### src/rtl/lcd_pkg.sv
// Shared definitions for the LCD1602 bus blocks: FSM states, default bus timing, RS encodings.
package lcd_pkg;

    typedef enum logic [2:0] {
        ST_IDLE    = 3'd0,
        ST_SETUP   = 3'd1,
        ST_EN_HI   = 3'd2,
        ST_HOLD    = 3'd3,
        ST_RECOVER = 3'd4
    } lcd_state_e;

    // Default phase lengths in 50 MHz cycles.
    localparam int LCD_T_AS     = 3;
    localparam int LCD_T_PW     = 25;
    localparam int LCD_T_AH     = 3;
    localparam int LCD_T_REC    = 25;
    localparam int LCD_POLL_MAX = 50000;

    localparam logic LCD_RS_INSTR = 1'b0;
    localparam logic LCD_RS_DATA  = 1'b1;

    // A phase of t cycles loads t-1 so the timer expires on the phase's last cycle.
    function automatic logic [4:0] phase_load(input int t);
        return 5'(t - 1);
    endfunction

endpackage

### src/rtl/lcd_phase_timer.sv
// Down-counter for bus phase timing: load a value, count to zero, expire while at zero.
module lcd_phase_timer (
    input  logic       clk,
    input  logic       rst,
    input  logic       load,
    input  logic [4:0] load_val,
    output logic       expire
);

    logic [4:0] cnt_q;

    always_ff @(posedge clk) begin
        if (!rst) begin
            cnt_q <= '0;
        end else if (load) begin
            cnt_q <= load_val;
        end else if (cnt_q != 5'd0) begin
            cnt_q <= cnt_q - 5'd1;
        end
    end

    assign expire = (cnt_q == 5'd0);

endmodule

### src/rtl/lcd_bus_reader.sv
// HD44780 read-cycle controller: busy-flag/address or data reads, with optional busy-flag polling.
module lcd_bus_reader
    import lcd_pkg::*;
#(
    parameter int T_AS     = LCD_T_AS,
    parameter int T_PW     = LCD_T_PW,
    parameter int T_AH     = LCD_T_AH,
    parameter int T_REC    = LCD_T_REC,
    parameter int POLL_MAX = LCD_POLL_MAX
) (
    input  logic       clk,
    input  logic       rst,
    input  logic       req,
    input  logic       rs_sel,
    input  logic       poll,
    output logic       busy,
    output logic       bus_own,
    output logic       done,
    output logic       timeout,
    output logic [7:0] rdata,
    output logic       bf,
    output logic [6:0] ac,
    output logic       LCD_EN,
    output logic       RS,
    output logic       RW,
    output logic       DB_OE,
    input  logic [7:0] DB_IN,
    output lcd_state_e state_dbg
);

    // Handshake: req is taken on any clock edge where busy=0; busy rises the next cycle and
    // stays high until the edge that raises done, so req while busy=1 is simply dropped.

    lcd_state_e  state_q, state_d;
    logic        rs_q, poll_q;
    logic [15:0] reads_q;
    logic [7:0]  rdata_q;
    logic        bf_q;
    logic [6:0]  ac_q;
    logic        done_q, timeout_q;

    logic        timer_load;
    logic [4:0]  timer_val;
    logic        timer_exp;
    logic        accept, sample, finish, finish_to;

    lcd_phase_timer u_timer (
        .clk      (clk),
        .rst      (rst),
        .load     (timer_load),
        .load_val (timer_val),
        .expire   (timer_exp)
    );

    always_comb begin
        state_d    = state_q;
        timer_load = 1'b0;
        timer_val  = 5'd0;
        accept     = 1'b0;
        sample     = 1'b0;
        finish     = 1'b0;
        finish_to  = 1'b0;
        case (state_q)
            ST_IDLE: begin
                if (req) begin
                    accept     = 1'b1;
                    state_d    = ST_SETUP;
                    timer_load = 1'b1;
                    timer_val  = phase_load(T_AS);
                end
            end
            ST_SETUP: begin
                if (timer_exp) begin
                    state_d    = ST_EN_HI;
                    timer_load = 1'b1;
                    timer_val  = phase_load(T_PW);
                end
            end
            ST_EN_HI: begin
                if (timer_exp) begin
                    sample     = 1'b1;
                    state_d    = ST_HOLD;
                    timer_load = 1'b1;
                    timer_val  = phase_load(T_AH);
                end
            end
            ST_HOLD: begin
                if (timer_exp) begin
                    state_d    = ST_RECOVER;
                    timer_load = 1'b1;
                    timer_val  = phase_load(T_REC);
                end
            end
            ST_RECOVER: begin
                if (timer_exp) begin
                    // bf_q already holds the busy flag from the read that just finished.
                    if (!poll_q || !bf_q) begin
                        finish  = 1'b1;
                        state_d = ST_IDLE;
                    end else if (reads_q >= 16'(POLL_MAX)) begin
                        finish    = 1'b1;
                        finish_to = 1'b1;
                        state_d   = ST_IDLE;
                    end else begin
                        state_d    = ST_SETUP;
                        timer_load = 1'b1;
                        timer_val  = phase_load(T_AS);
                    end
                end
            end
            default: state_d = ST_IDLE;
        endcase
    end

    always_ff @(posedge clk) begin
        if (!rst) begin
            state_q   <= ST_IDLE;
            rs_q      <= LCD_RS_INSTR;
            poll_q    <= 1'b0;
            reads_q   <= 16'd0;
            rdata_q   <= 8'h00;
            bf_q      <= 1'b0;
            ac_q      <= 7'd0;
            done_q    <= 1'b0;
            timeout_q <= 1'b0;
        end else begin
            state_q   <= state_d;
            done_q    <= finish;
            timeout_q <= finish_to;
            if (accept) begin
                rs_q    <= poll ? LCD_RS_INSTR : rs_sel;
                poll_q  <= poll;
                reads_q <= 16'd0;
            end
            if (sample) begin
                rdata_q <= DB_IN;
                if (rs_q == LCD_RS_INSTR) begin
                    bf_q <= DB_IN[7];
                    ac_q <= DB_IN[6:0];
                end
                if (reads_q != 16'hFFFF) begin
                    reads_q <= reads_q + 16'd1;
                end
            end
        end
    end

    assign busy      = (state_q != ST_IDLE);
    assign bus_own   = busy;
    assign RW        = busy;
    assign RS        = busy & rs_q;
    assign LCD_EN    = (state_q == ST_EN_HI);
    assign DB_OE     = 1'b0;
    assign done      = done_q;
    assign timeout   = timeout_q;
    assign rdata     = rdata_q;
    assign bf        = bf_q;
    assign ac        = ac_q;
    assign state_dbg = state_q;

endmodule
### config.mk
export PLATFORM = sky130hd
export DESIGN_NAME = lcd_bus_reader
export DESIGN_NICKNAME = d
export VERILOG_FILES = /design/src/rtl/lcd_pkg.sv /design/src/rtl/lcd_phase_timer.sv /design/src/rtl/lcd_bus_reader.sv
export SDC_FILE = /design/constraint.sdc
export NUM_CORES = 1
export LEC_CHECK = 0
export ABC_AREA = 1
export CAP_MARGIN = 20
export CORE_UTILIZATION = 49
export CTS_BUF_LIST = sky130_fd_sc_hd__clkbuf_16
export DETAILED_ROUTE_END_ITERATION = 12
export HOLD_SLACK_MARGIN = 0.15
export PLACE_DENSITY = 0.82
export SLEW_MARGIN = 20
export SYNTH_ARGS = -nofsm -noshare
export SYNTH_HDL_FRONTEND = slang
export SYNTH_HIERARCHICAL = 1
export SYNTH_SLANG_ARGS = --single-unit
### constraint.sdc
create_clock -name clk -period 2.1 [get_ports clk]
set_input_delay 0.42 -clock clk [delete_from_list [all_inputs] [get_ports clk]]
set_output_delay 0.42 -clock clk [all_outputs]
set_load 0.01 [all_outputs]
Yosys cells after proc, flatten, opt, wreduce, memory -nomap -nowiden
Index checks and enable logic that the tools add are counted.
{"block": "word_totals", "ff_bits": 44, "in_bits": 13, "elab_cells": 73}
{"block": "op_classes", "addsub": 2, "n_lt_le_gt_ge": 1, "n_eq_ne": 10, "n_mux": 31, "bitwise": 5, "n_reduce_logical": 14}
{"operator": "16-bit two-way mux", "n": 3}
{"operator": "5-bit one-hot mux with 4 select lines", "n": 1}
{"operator": "16-bit by 1-bit adder with 16-bit output, second input constant", "n": 1}
{"operator": "16-bit >= comparator, second input constant", "n": 1}
{"operator": "16-bit inequality test, second input constant", "n": 1}
{"operator": "3-bit two-way mux", "n": 5}
{"operator": "5-bit two-way mux", "n": 3}
{"operator": "3-bit one-hot mux with 5 select lines", "n": 1}
{"operator": "1-bit two-way mux", "n": 12}
{"operator": "2-bit two-way mux", "n": 5}
{"operator": "2-bit inequality test, second input constant", "n": 4}
{"operator": "3-bit by 2-bit equality test with 1-bit output, second input constant", "n": 2}
{"operator": "5-bit zero test", "n": 1}
{"operator": "5-bit AND reduction", "n": 1}
{"operator": "5-bit nonzero test", "n": 1}
{"operator": "5-bit by 1-bit subtractor with 5-bit output, second input constant", "n": 1}
{"operator": "1-bit NOT", "n": 4}
{"operator": "4-bit OR reduction", "n": 1}
{"operator": "3-bit by 1-bit equality test with 1-bit output, second input constant", "n": 1}
{"operator": "3-bit equality test, second input constant", "n": 1}
{"operator": "3-bit zero test", "n": 1}
{"operator": "1-bit one-hot mux with 3 select lines", "n": 1}
{"operator": "3-bit AND reduction", "n": 1}
{"operator": "3-bit nonzero test", "n": 1}
{"operator": "other kinds (8)", "n": 9}

Depth between registers and ports, before layout
Gate-level depths: netlist (run 1).
{"block": "logic_depth", "word_depth": 6, "ltp_mapped": 13, "depth_no_buf": 13}

By module
Netlist (run 1), hierarchy kept.
{"mod": "lcd_bus_reader", "n_inst": 1, "cells_each": 306, "area_each_um2": 2058.2}
{"mod": "lcd_phase_timer", "n_inst": 1, "cells_each": 42, "area_each_um2": 292.8}

Worst setup path after synthesis (run 1)
OpenSTA, ideal clock, no wires.
{"block": "synth_path", "path_type": "register -> register", "start": "register u_timer.cnt_q[0]", "end": "register u_timer.cnt_q[1]", "setup_ns": 0.066, "t_arrival_ns": 1.657, "t_required_ns": 2.034, "slack_ns": 0.377, "stages_incl_launch_ff": 13, "path_buffers": 0, "period_less_slack_ns": 1.723, "path_cell_list": "dfxtp_1 -> inv_1 -> ha_1 -> nand3_2 -> clkinv_1 -> inv_1 -> nor2_4 -> clkinv_1 -> nand3_1 -> nand2_1 -> o21ai_0 -> nand2_1 -> a21oi_2"}
{"block": "synth_via", "elab_chain_cells": 4, "word_cells_on_any_way": 12, "cone_classes": "add/sub (1); mux (8); reduce/logical (3)"}
{"element": "start: declaration", "line_no": "lcd_phase_timer.sv:10", "text": "logic [4:0] cnt_q;"}
{"element": "start signal: assignment", "line_no": "lcd_phase_timer.sv:16", "text": "cnt_q <= load_val;"}
{"element": "start signal: assignment", "line_no": "lcd_phase_timer.sv:18", "text": "cnt_q <= cnt_q - 5'd1;"}
{"element": "5-bit zero test *", "line_no": "lcd_phase_timer.sv:22", "text": "assign expire = (cnt_q == 5'd0);"}
{"element": "named net timer_exp", "line_no": "lcd_bus_reader.sv:44", "text": "logic timer_exp;"}
{"element": "2-bit two-way mux (on tied branches)", "line_no": "lcd_bus_reader.sv:95, lcd_bus_reader.sv:80"}
{"element": "5-bit one-hot mux with 4 select lines *", "line_no": "lcd_bus_reader.sv:63", "text": "case (state_q)"}
{"element": "named net timer_val[1]", "line_no": "lcd_bus_reader.sv:43", "text": "logic [4:0] timer_val;"}
{"element": "5-bit two-way mux *", "line_no": "lcd_phase_timer.sv:15", "text": "end else if (load) begin"}
Mark *: on every way through the listed nets, which the timed path passes. The rest lies on a longest branch. The select of a mux whose other input is x is not followed.
A chain may end at the register's enable or synchronous reset.

Final worst setup path (run 1)
{"block": "layout_path", "start": "register state_q[0], in the netlist state_dbg[0]", "end": "output port RS"}
{"block": "layout_via", "elab_chain_cells": 2}
{"element": "start: declaration", "line_no": "lcd_bus_reader.sv:34", "text": "lcd_state_e state_q, state_d;"}
{"element": "start signal: assignment", "line_no": "lcd_bus_reader.sv:127", "text": "state_q <= state_d;"}
{"element": "3-bit nonzero test", "line_no": "lcd_bus_reader.sv:148", "text": "assign busy = (state_q != ST_IDLE);"}
{"element": "1-bit AND", "line_no": "lcd_bus_reader.sv:151", "text": "assign RS = busy & rs_q;"}
{"element": "end: declaration", "line_no": "lcd_bus_reader.sv:24", "text": "output logic RS,"}
No other way between the ends.

==> flow_metrics.env, run 1 <==
export IMPL_status="completed"
export IMPL_viasPerCell=5.30
export IMPL_crit_arrival_ps=1550
export IMPL_async_flop_share=0
export IMPL_grt_pass1_wl_um=9260
export IMPL_criticalPathCategory="flip-flop to output port"
export IMPL_fin_crit_sh=0.938
export IMPL_rrSetupSlack_ps=180
export IMPL_clk_latency_ps=280
export IMPL_cts_buffers_inserted=5
export IMPL_die_h_um=71.3
export IMPL_htreeDepth=2
export IMPL_wirelength_um=5520
export IMPL_drtIter0Drc=217
export IMPL_io_buffer_count=38
export IMPL_cp_slowest_cell="clkdlybuf4s50_1"
export IMPL_cts_setup_buffers=0
export IMPL_grt_max_degree=21
export IMPL_drive_above_1_share=0.0946
export IMPL_path_clk_slew_ps=60
export IMPL_areaGrowthSynthToFinish_pct=24.7
export IMPL_powerDensity_nw_per_um2=992
export IMPL_core_um2=4470
export IMPL_initial_utilization=0.525
export IMPL_multi_input_area_um2=1240
export IMPL_cp_max_fo=7
export IMPL_dieArea_um2=5080
export IMPL_drc=0
export IMPL_syn_area_um2=2350
export IMPL_synth_warning_count=6
export IMPL_die_x_um=71.3
export IMPL_nets=406
export IMPL_tns_ps=0
export IMPL_critPathCaptureType="output port"
export IMPL_synth_edff_count=0
export IMPL_fin_crit_ps=1970
export IMPL_grt_pass1_vias=2124
export IMPL_cts_sinks=44
export IMPL_place_congestion=0.910
export IMPL_std_cell_rows=24
export IMPL_fin_skew_ps=3.08
export IMPL_critPathBufInv=1
export IMPL_cp_start_kind="flip-flop"
export IMPL_required_ps=1680
export IMPL_final_setup_viol_count=0
export IMPL_ys_seq_area_frac=0.375
export IMPL_maxCapViolCount=0
export IMPL_yosysUniqueCellTypes=34
export IMPL_diodes=0
export IMPL_nFillCells=372
export IMPL_syn_avg_cell_area_um2=6.76
export IMPL_synthFlopType="dfxtp_1"
export IMPL_max_stage_delay_ps=550
export IMPL_rsz0062_at_grt="no"
export IMPL_finalHoldViolCount=0
export IMPL_ant_nets=0
export IMPL_antenna_found_initial=0
export IMPL_hp_class="flip-flop to flip-flop"
export IMPL_finalPower_w=0.00291
export IMPL_firstDrtPassIters=6
export IMPL_track_usage=0.229
export IMPL_ctsRootBufferMaster="clkbuf_16"
export IMPL_synthCells=348
export IMPL_slew_viol_final=0
export IMPL_wl_per_cell_um=12.4
export IMPL_vias=2349
export IMPL_crit_chain="nor2_2, a21oi_1, clkdlybuf4s50_1"
export IMPL_ios=40
export IMPL_grt_ovfl_total=0
export IMPL_cts_tree="built"
export IMPL_ir_drop_v=0.000598
export IMPL_seqCellArea_um2=882
export IMPL_clockBufferDepth=2
export IMPL_ys_ff_latch=44
export IMPL_crit_family="buffers and inverters"
export IMPL_place_hpwl_um=3900
export IMPL_max_freq_ghz=0.507
export IMPL_leakagePower_nw=1.09
## registers in the layout, indices dropped and copies added (netlist names)
signal         cells
reads_q           16
state_dbg          3
poll_q             1
timeout            1
done               1
ac                 7
u_timer/cnt_q      5
rs_q               1
bf                 1
rdata              8
## path summary, 6_finish.rpt
path | startpoint | endpoint | cells after the start
min reg2reg | rdata[7] | rdata[7] | 2
min | rdata[7] | rdata[7] | 2
max | state_dbg[0] | RS | 3
max reg2reg | u_timer/cnt_q[1] | u_timer/cnt_q[2] | 13
## layer usage
layer / track usage / vias up / routed length, um
met3: 0.0647 / 14 / 345
met5: 0 / - / 0
met1: 0.290 / 1046 / 2510
met2: 0.375 / 75 / 2540
met4: 0.0822 / 0 / 115
li1: - / 1214 / -
## worst min-delay path: stages, from the launching register on
cell and delay [ps]:
dfxtp_1 310, nand2_1 60, a21oi_1 50
## cells in the mapped netlist (all sizes together) (3+ instances only)
master | count | area share
a21oi | 37 | 0.080
nand2 | 92 | 0.15
clkbuf | 4 | 0.011
nor3 | 3 | 0.011
dfxtp | 44 | 0.37
clkinv | 4 | 0.0064
nor2 | 48 | 0.092
buf | 8 | 0.028
ha | 3 | 0.016
nand4 | 10 | 0.033
o21ai | 17 | 0.036
inv | 37 | 0.059
nand3 | 33 | 0.077
## what timing repair did
item / in CTS / in global routing
hold buffers: 0 / 0
resized for setup: 1 / 5
endpoints found under the setup margin: 2 / 10
## per-stage QoR
step                 util  cells  hold slack (ps)  area [um2]  worst slack [ps]
floorplan               -    350              434        2360               377
global placement    0.621    435              447        2780               266
detailed placement  0.621    435              453        2780               158
CTS                 0.652    443              459        2920              63.0
global route        0.655    443              493        2930              3.54
finish              0.655    443              459        2930               130
## placed cells by master (no fill, tap or decap), types with 2 or more instances in the layout
master,synthesis,routed
nor3_2,2,2
o21ai_0,15,15
clkdlybuf4s50_1,0,38
nand2_1,89,89
a21oi_1,36,36
o21ai_1,2,2
inv_2,3,2
clkinv_1,4,4
buf_4,3,6
nor2_2,2,4
dfxtp_1,44,43
conb_1,1,3
nand3_2,3,4
inv_1,34,35
nor2_1,42,40
nand3_1,30,29
clkbuf_16,0,5
nand2_2,2,2
nand4_1,9,9
nor2_4,4,4
ha_1,3,3
## cell families after synthesis
family / count (synthesis) / share of synthesized area
adders and majority gates: 3 / 0.0160
other: 1 / 0.00160
DFF: 44 / 0.375
buffers and inverters: 53 / 0.104
and+or+nand+nor: 188 / 0.370
xor gates and xnor gates: 2 / 0.00745
AOI/OAI and AO/OA: 57 / 0.126
## layout make-up
type | count | share of cell area
Multi-Input combinational cell | 253 | 0.424
Sequential cell | 44 | 0.301
Timing Repair Buffer | 45 | 0.152
Inverter | 41 | 0.0538
Clock buffer | 5 | 0.0427
Tap cell | 52 | 0.0222
Clock inverter | 3 | 0.00512
## power breakdown
group	total, W	switching (W)	internal, W
registers	0.00104	0.0000935	0.000946
clock network	0.000750	0.000317	0.000432
logic	0.00112	0.000659	0.000462
total	0.00291	0.00107	0.00184
Note: power is estimated with default switching activity, not from simulation.
==> inputs of run 2 (changes only) <==
- CORE_MARGIN: not set -> 4
- HOLD_SLACK_MARGIN: 0.15 -> 0.06
==> run 2 against run 1 <==
First-iteration DRC count down 33%. Count of clock-buffer cells in the layout is the same. Sequential share of layout area shrank 0.064 points. Die area up 18%. Non-clock buffer count shrank 1.
==> flow_metrics.env, run 2 (synthesized netlist as in run 1, its figures left out) <==
export IMPL_areaGrowthSynthToFinish_pct=25.0
export IMPL_hp_class="flip-flop to flip-flop"
export IMPL_maxSlewHeadroom=0.602
export IMPL_seqCellArea_um2=882
export IMPL_cp_start_kind="flip-flop"
export IMPL_met2_length_um=2700
export IMPL_status="completed"
export IMPL_wl_per_cell_um=12.7
export IMPL_critPathCaptureType="output port"
export IMPL_grt_pass1_vias=2206
export IMPL_drtIter0Drc=145
export IMPL_drive_above_1_share=0.0949
export IMPL_place_congestion=0.861
export IMPL_ir_drop_v=0.000589
export IMPL_cp_slowest_cell="clkdlybuf4s50_1"
export IMPL_grt_max_degree=19
export IMPL_multi_input_area_um2=1240
export IMPL_fin_skew_ps=6.04
export IMPL_max_stage_delay_ps=530
export IMPL_tns_ps=0
export IMPL_die_x_um=77.3
export IMPL_nets=405
export IMPL_cts_hold_buf=0
export IMPL_firstDrtPassIters=4
export IMPL_met3_wirelength_um=402
export IMPL_crit_chain="nor2_1, nand2_1, inv_1, clkdlybuf4s50_1"
export IMPL_regMostFlops="reads_q"
export IMPL_cp_max_fo=7
export IMPL_diodes=0
export IMPL_dp_slack_ps=190
export IMPL_place_hpwl_um=4020
export IMPL_worstReg2RegStart="u_timer/cnt_q[1]"
export IMPL_dieArea_um2=5970
export IMPL_fin_crit_ps=2030
export IMPL_top_layer_used="met4"
export IMPL_htreeDepth=2
export IMPL_final_common_cell="nand2_1"
export IMPL_viasPerCell=5.30
export IMPL_maxCapViolCount=0
export IMPL_ios=40
export IMPL_cts_buffers_inserted=5
export IMPL_wirelength_um=5630
export IMPL_final_setup_viol_count=0
export IMPL_ant_nets=0
export IMPL_core_um2=4500
export IMPL_required_ps=1680
export IMPL_nFillCells=395
export IMPL_max_freq_ghz=0.494
export IMPL_startpoint="state_dbg[0]"
export IMPL_grt_pass1_wl_um=9530
export IMPL_cts_sinks=44
export IMPL_initial_utilization=0.522
export IMPL_fin_crit_sh=0.964
export IMPL_path_clk_slew_ps=60
export IMPL_leakagePower_nw=1.09
export IMPL_io_buffer_count=38
export IMPL_min_from="rdata[4]"
export IMPL_antenna_found_initial=0
export IMPL_clockBufferDepth=2
export IMPL_ctsRootBufferMaster="clkbuf_16"
export IMPL_finalHoldViolCount=0
export IMPL_crit_arrival_ps=1610
export IMPL_vias=2343
export IMPL_layout_common_cells="89 x nand2_1, 43 x dfxtp_1, 41 x nor2_1, 38 x clkdlybuf4s50_1, 36 x a21oi_1"
export IMPL_die_h_um=77.3
export IMPL_powerDensity_nw_per_um2=1040
export IMPL_clk_latency_ps=290
export IMPL_drc=0
export IMPL_setup_ws_ps=74.7
export IMPL_largest_register_ffs=16
export IMPL_grt_ovfl_total=0
export IMPL_track_usage=0.191
export IMPL_slew_viol_final=0
export IMPL_rsz0062_at_grt="no"
export IMPL_cts_tree="built"
export IMPL_criticalPathCategory="flip-flop to output port"
export IMPL_tightestPinTransition_ps=596
export IMPL_wl_met1_um=2460
export IMPL_std_cell_rows=24
## run 2: timing repair
item	in CTS	in global routing
resized for setup	1	3
buffers inserted	0	0
hold endpoints to repair	0	0
setup endpoints to repair	4	5
## run 2: per-stage QoR
stage / util / total power, W / cell area, um2 / std cells / hold WS, ps
6_report: 0.653 / 0.00305 / 2940 / 442 / 459
5_1_grt: 0.653 / 0.00323 / 2940 / 442 / 482
4_1_cts: 0.651 / 0.00304 / 2930 / 442 / 463
3_5_place_dp: 0.612 / 0.00212 / 2760 / 434 / 455
3_3_place_gp: 0.612 / 0.00210 / 2760 / 434 / 448
2_1_floorplan: - / 0.00178 / 2360 / 350 / 434
## run 2: routing by layer
metal  GRT usage  vias up
li1            -     1198
met1       0.227     1066
met2       0.329       71
met3      0.0644        8
met4      0.0498        0
met5           0        -
## run 2: layout make-up
class,count,area share
timing repair buffer,44,0.145
clock inverter,3,0.0158
clock buffer,5,0.0426
multi-input combinational,253,0.422
sequential,44,0.300
tap,52,0.0221
inverter,41,0.0528
## run 2: power breakdown
group          internal [W]  total (W)  switching, W
clock network      0.000565   0.000899      0.000334
logic              0.000452    0.00111      0.000662
registers          0.000945    0.00103     0.0000894
total               0.00196    0.00305       0.00109
## run 2: final timing paths
check	to	slack (ps)	cells after the start
max reg2reg	u_timer/cnt_q[0]	160	12
min	rdata[4]	460	2
min reg2reg	rdata[4]	460	2
max	LCD_EN	70	4
## run 2: worst max-delay path: cells and delay by family (launching register included)
kind	cells	cell delay [ps]
buffers and inverters	2	620
DFF	1	370
and+or+nand+nor	2	330
==> inputs of run 3 (changes only) <==
- ABC_CLOCK_PERIOD_IN_PS: not set -> 2100
==> results of run 3 <==
Final layout, timing and power as in run 2 (identical DEF).
